File: src/rtl/mof_vote_debounced.sv
// ---------------------------------------------------------------------------
// mof_vote_debounced
//
// Clocked, parametrised switch voter. Each of N raw switch inputs is
// synchronised (two flops), debounced (a level is accepted only after it has
// differed from the current debounced level for DB_CYCLES consecutive
// cycles), and the debounced channels are counted. The LED lights when the
// count reaches THRESH, and a one-cycle pulse marks every LED decision change.
//
// Parameters
//   N          number of switch channels, 1..16
//   THRESH     minimum asserted channels that light the LED, 1..N
//   DB_CYCLES  consecutive mismatching cycles needed to accept a level, >= 1
//
// Ports
//   clk      in   1                 system clock, rising edge
//   rst_n    in   1                 asynchronous active-low reset
//   sw       in   N                 raw switch levels, asynchronous to clk
//   led      out  1                 registered: count >= THRESH
//   count    out  $clog2(N+1)       registered popcount of debounced channels
//   changed  out  1                 one-cycle pulse after each led toggle
//
// Handshake: none. The block has no valid/ready interface; it consumes sw and
// updates its outputs on every rising edge of clk while rst_n is high.
//
// Latency from a stable sw change (sw settled before edge 1):
//   edge 1           s1 captures sw
//   edge 2           s2 captures s1
//   edge 2+DB_CYCLES debounced bit flips
//   edge 3+DB_CYCLES count / led / changed update
// ---------------------------------------------------------------------------
module mof_vote_debounced #(
  parameter int N         = 5,
  parameter int THRESH    = 3,
  parameter int DB_CYCLES = 4
) (
  input  logic                     clk,
  input  logic                     rst_n,
  input  logic [N-1:0]             sw,
  output logic                     led,
  output logic [$clog2(N+1)-1:0]   count,
  output logic                     changed
);

  // Count width always holds the value N.
  localparam int CW  = $clog2(N + 1);
  // Debounce counter width holds values 0..DB_CYCLES.
  localparam int DBW = $clog2(DB_CYCLES + 1);

  localparam logic [DBW-1:0] DB_LAST = DBW'(DB_CYCLES - 1);
  localparam logic [CW-1:0]  THR     = CW'(THRESH);

  // -------------------------------------------------------------------------
  // Two-flop synchroniser. Only r_s1 may go metastable; nothing but r_s2
  // reads r_s1.
  // -------------------------------------------------------------------------
  logic [N-1:0] r_s1;
  logic [N-1:0] r_s2;

  always_ff @(posedge clk or negedge rst_n) begin
    if (!rst_n) begin
      r_s1 <= '0;
      r_s2 <= '0;
    end else begin
      r_s1 <= sw;
      r_s2 <= r_s1;
    end
  end

  // -------------------------------------------------------------------------
  // Per-channel debounce. Each channel owns its debounced bit and counter, so
  // channels never interact. The counter measures how many consecutive
  // cycles s2 has disagreed with the debounced level; any agreement restarts
  // it, so only an uninterrupted run of DB_CYCLES mismatches is accepted.
  // -------------------------------------------------------------------------
  logic [N-1:0] w_db;

  for (genvar gi = 0; gi < N; gi++) begin : g_ch
    logic           r_db_bit;
    logic [DBW-1:0] r_cnt;

    always_ff @(posedge clk or negedge rst_n) begin
      if (!rst_n) begin
        r_db_bit <= 1'b0;
        r_cnt    <= '0;
      end else if (r_s2[gi] == r_db_bit) begin
        r_cnt    <= '0;
      end else if (r_cnt == DB_LAST) begin
        // DB_CYCLES-th consecutive mismatch: accept the new level.
        r_db_bit <= r_s2[gi];
        r_cnt    <= '0;
      end else begin
        r_cnt    <= r_cnt + DBW'(1);
      end
    end

    assign w_db[gi] = r_db_bit;
  end

  // -------------------------------------------------------------------------
  // Vote: unsigned popcount of the debounced channels and threshold compare.
  // -------------------------------------------------------------------------
  logic [CW-1:0] w_pop;
  logic          w_led_next;

  always_comb begin
    w_pop = '0;
    for (int i = 0; i < N; i++) begin
      w_pop = w_pop + CW'(w_db[i]);
    end
  end

  assign w_led_next = (w_pop >= THR);

  // -------------------------------------------------------------------------
  // Output registers. changed compares the led value being loaded this edge
  // against the value currently held, so it rises in the same edge that led
  // toggles and is visible for exactly the following cycle. Back-to-back
  // toggles therefore give back-to-back pulses.
  // -------------------------------------------------------------------------
  logic          r_led;
  logic [CW-1:0] r_count;
  logic          r_changed;

  always_ff @(posedge clk or negedge rst_n) begin
    if (!rst_n) begin
      r_led     <= 1'b0;
      r_count   <= '0;
      r_changed <= 1'b0;
    end else begin
      r_led     <= w_led_next;
      r_count   <= w_pop;
      r_changed <= (w_led_next != r_led);
    end
  end

  assign led     = r_led;
  assign count   = r_count;
  assign changed = r_changed;

endmodule

File: config.mk
export PLATFORM = sky130hd
export DESIGN_NAME = mof_vote_debounced
export DESIGN_NICKNAME = d
export VERILOG_FILES = /design/src/rtl/mof_vote_debounced.sv
export SDC_FILE = /design/constraint.sdc
export NUM_CORES = 1
export LEC_CHECK = 0
export CORE_AREA = 4 4 66 92
export DETAILED_ROUTE_END_ITERATION = 6
export DIE_AREA = 0 0 70 96
export SYNTH_ARGS = -nofsm -noshare
export SYNTH_HDL_FRONTEND = slang
export SYNTH_SLANG_ARGS = --single-unit
File: constraint.sdc
create_clock -name clk -period 4.38 [get_ports clk]
set_input_delay 0.657 -clock clk [delete_from_list [all_inputs] [get_ports clk]]
set_output_delay 0.657 -clock clk [all_outputs]
set_load 0.1 [all_outputs]
[Word-level counts from Yosys, hierarchy flattened]
Cells that the tools add are included.
Word-level totals
  register bits: 35
  bits in latches: 0
  RAM bits: 0
  memory bits (read-only): 0
  bits of input ports: 7
  output and inout port bits: 5
  logic and storage cells: 56
  memories kept: 0
Cells by class
  $add $sub $neg: 9
  multipliers: 0
  div/mod/pow operators: 0
  $lt $le $gt $ge: 1
  eq/ne operators: 11
  shift operators: 0
  mux-type cells: 10
  bitwise gates (word level): 5
  reductions and logical operators: 5
Operators by type and width (number)
  $mux 3: 10
  $add 3x1->3 const B: 5
  $eq 3x2->1 const B: 5
  $reduce_and 2->1: 5
  $add 3x1->3: 2
  $eq 1x1->1: 5
  $not 1->1: 5
  $add 2x1->3: 1
  $ge 3x2->1 const B: 1
  $add 1x1->2: 1
  $ne 1x1->1: 1

[Depth between registers and ports, before layout]
  word-level depth: 6
  gate-level depth with buffers: 7
  depth with buffers taken out: 7

[Worst setup path before layout]
OpenSTA, ideal clock, no wires.
  path type: flip-flop to flip-flop
  start point: register g_ch[0].r_db_bit
  end point: register r_changed, in the netlist changed
  library setup time: 161 ps
  data arrival time: 1836 ps
  data required time: 4219 ps
  slack: 2383 ps
  stages on the path, launching flop included: 8
  path buffers: 0
  clock period less this slack: 1997 ps
  cell sequence: dfrtp_1 inv_1 fa_1 fa_1 inv_1 ha_1 a21o_1 xor2_1
Between the ends
  cells in the longest elaborated chain, start to end: 6
RTL lines
  from (decl): line 79  | logic r_db_bit;
  from (signal assigned): line 90  | r_db_bit <= r_s2[gi];
  $add 1x1->2: line 109  | w_pop = w_pop + CW'(w_db[i]);
  $add 2x1->3: line 109
  $add 3x1->3 (2 in series): line 109
  named net w_pop[1]: line 103  | logic [CW-1:0] w_pop;
  $ge 3x2->1: line 113  | assign w_led_next = (w_pop >= THR);
  named net w_led_next: line 104  | logic w_led_next;
  $ne 1x1->1: line 133  | r_changed <= (w_led_next != r_led);
  to (signal assigned): line 133
  to (decl): line 123  | logic r_changed;
The timed path passes the listed nets, and every way through them passes these cells.
A chain may end at the register's enable or synchronous reset.

[Worst setup path in the final report]
  start point: register r_led, in the netlist led
  end point: output port led
RTL lines
  from (decl): line 121  | logic r_led;
  from (signal assigned): line 131  | r_led <= w_led_next;
  to (decl): line 40  | output logic led,
No word-level cell between the ends.

==> metrics.md <==
| Metric | Value |
|---|---|
| Setup repair after global routing missed its margin | no |
| First-pass GRT wire length | 3.160 mm |
| Place WS | 2242 ps |
| CP startpoint | led |
| Num CTS Buffers | 5 |
| CORE AREA | 5197 sq um |
| Syn_nets | 103 |
| Max cap viols | 0 |
| Die area | 6720 sq um |
| CP max-delay cell | clkdlybuf4s50_1 |
| Pwr per Cell Area | 727.6 nW/um^2 |
| Status | completed |
| WL/cell | 9.672 um |
| Final worst slack | 1942 ps |
| Reg-to-reg startpoint | g_ch[0].r_db_bit |
| Net count, final | 122 |
| I/O pins | 12 |
| H-tree depth | 2 |
| Setup TNS Final | 0 ps |
| Fraction of layout cells with a size suffix above 1 | 0.1019 |
| Vias | 665 |
| First drt pass iteration count | 3 |
| Cts hold-fix bufs | 0 |
| TritonCTS clock tree | built |
| Vias per cell | 3.822 |
| Critical path class | flip-flop to output pin |
| Buf/Inv on CP | 1 |
| Worst hold path type | flip-flop to flip-flop |
| Die width | 70 um |
| Root Driver | clkbuf_8 |
| Worst skew pair latency | 280 ps |
| Buffers on Ports | 11 |
| Peak Freq | 410.1 MHz |
| Cell family with most CP delay | buffers and inverters |
| Remaining antenna violation count | 0 |
| Hold Startpoint | r_s1[0] |
| Total GRT Usage | 0.06399 |
| Area of the multi-input gates | 356.6 sq um |
| Worst hold slack | 346.4 ps |
| Leakage | 0.7274 nW |
| Clock Skew | 6.175 ps |
| Met3 WL post-DR | 113 um |
| Slew @ Worst Pin | 966.6 ps |
| Nature of the critical path startpoint | flip-flop |
| Antenna Cells | 0 |
| Pins Over Slew Limit | 0 |
| Area grow syn2layout | 23.79% |
| Synth Warn # | 0 |
| Clock sink count | 35 |
| Mean Syn Cell Area | 14.35 sq um |
| Vias in the first global route | 738 |
| CP peak stage delay | 1140 ps |
| Data required, critical path | 3720 ps |
| Placer Congestion | 0.6741 |
| WL met2 | 844 um |
| Endpoints failing hold | 0 |
| Post-CTS Setup Bufs | 0 |
| Final Util | 0.3007 |
| Rel. slew slack | 0.3536 |
| CTS max path bufs | 2 |
| Dpl hpwl | 1.253 mm |
| Initial core utilization | 0.2429 |
| Yosys cell types | 13 |
| Filler instances | 548 |
| CP max FO | 2 |
| Gr ovfl total | 0 |
| Yosys reg bits | 35 |
| Register area | 875.8 sq um |
| Cells after Synth | 88 |
| Remaining DRCs | 0 |
| Sequential share of the synthesized area | 0.6938 |
| Drt initial violations | 19 |
| Largest net degree at the start of global routing | 36 |
| Post-CTS Resized | 0 |
| Post-synthesis cell area | 1262 sq um |
| Row cnt | 31 |
| Worst Setup End Kind | output pin |
| Critical Path, Cell by Cell | clkdlybuf4s50_1 |
| Max VDD drop | 0.0001997 V |
| Die Height | 96 um |
| Final min period | 2438 ps |
| R2r setup slk | 2320 ps |
| Top sig layer | met4 |
| Initial antenna violation count | 0 |
| Final setup vio count | 0 |
| Wire length after detailed routing | 1.683 mm |
| Clock-pin slew on the worst setup and hold paths | 70 ps |
| Tcrit/Tclk final | 0.5567 |
| Crit path DAT | 1780 ps |
| Met1 Wirelength | 678 um |
kinds of logic after synthesis:
kind of cell | Yosys count | synth area share
XOR/XNOR | 6 | 0.04163
adder cells (fa/ha/maj) | 8 | 0.09118
buffers and inverters | 8 | 0.02379
flip-flops | 35 | 0.6938
AO/OA/AOI/OAI | 6 | 0.02577
AND/OR/NAND/NOR | 25 | 0.1239
placed cells by master (no fill, tap or decap):
cell	netlist	layout
dfrtp_1	35	35
clkdlybuf4s50_1	0	11
nor3b_1	9	9
inv_1	8	8
clkbuf_8	0	7
ha_1	6	6
xnor2_1	5	5
nor3_1	5	5
nand2_1	5	5
o21ai_0	5	5
nor2b_1	3	3
and2b_2	3	3
fa_1	2	2
a21o_1	1	1
xor2_1	1	1
clkbuf_1	0	1
buf_4	0	1
cell type report:
type | count | area share
clock buffers | 8 | 0.06405
inverters | 8 | 0.01922
multi-input cells | 45 | 0.2282
flip-flops and latches | 35 | 0.5604
well taps | 66 | 0.05284
repair buffers | 12 | 0.07526
sequential cells by signal, summed over array words and instances, names as in the netlist:
| name | flops |
|---|---|
| led | 1 |
| r_s1 | 5 |
| r_s2 | 5 |
| changed | 1 |
| g_ch.r_cnt | 15 |
| count | 3 |
| g_ch.r_db_bit | 5 |
synth_stat cells:
cell	n	area (sq um)
a21o_1	1	7.510
nor3b_1	9	67.56
xnor2_1	5	43.79
xor2_1	1	8.760
ha_1	6	75.07
dfrtp_1	35	875.8
nand2_1	5	18.77
o21ai_0	5	25.02
fa_1	2	40.04
and2b_2	3	26.28
nor3_1	5	25.02
inv_1	8	30.03
nor2b_1	3	18.77
power by group:
part	switching, mW	internal [mW]	leakage [nW]	total, mW
Combinational	0.289	0.148	0.235	0.437
Clock	0.105	0.143	0.0515	0.248
Sequential	0.0396	0.412	0.441	0.452
Total	0.433	0.704	0.727	1.14
per-layer routing:
metal,global-route usage,vias to the layer above
li1,-,320
met1,0.06365,325
met2,0.1025,15
met3,0.03553,5
met4,0.04313,0
met5,0,-
per-stage QoR:
stage | power (mW) | area, sq um | instances
after floorplan | 0.7961 | 1262 | 88
after global placement | 0.8814 | 1463 | 166
after detailed placement | 0.9065 | 1463 | 166
after CTS | 1.163 | 1563 | 174
after global routing | 1.226 | 1563 | 174
final | 1.137 | 1563 | 174
worst paths after layout:
kind,end,cells after the start
max in group asynchronous,g_ch[0].r_cnt[0],2
max,led,1
max reg2reg,changed,7
min in group asynchronous,r_s1[1],2
min,r_s2[0],0
min reg2reg,r_s2[0],0
(Power assumes the default switching activity.)
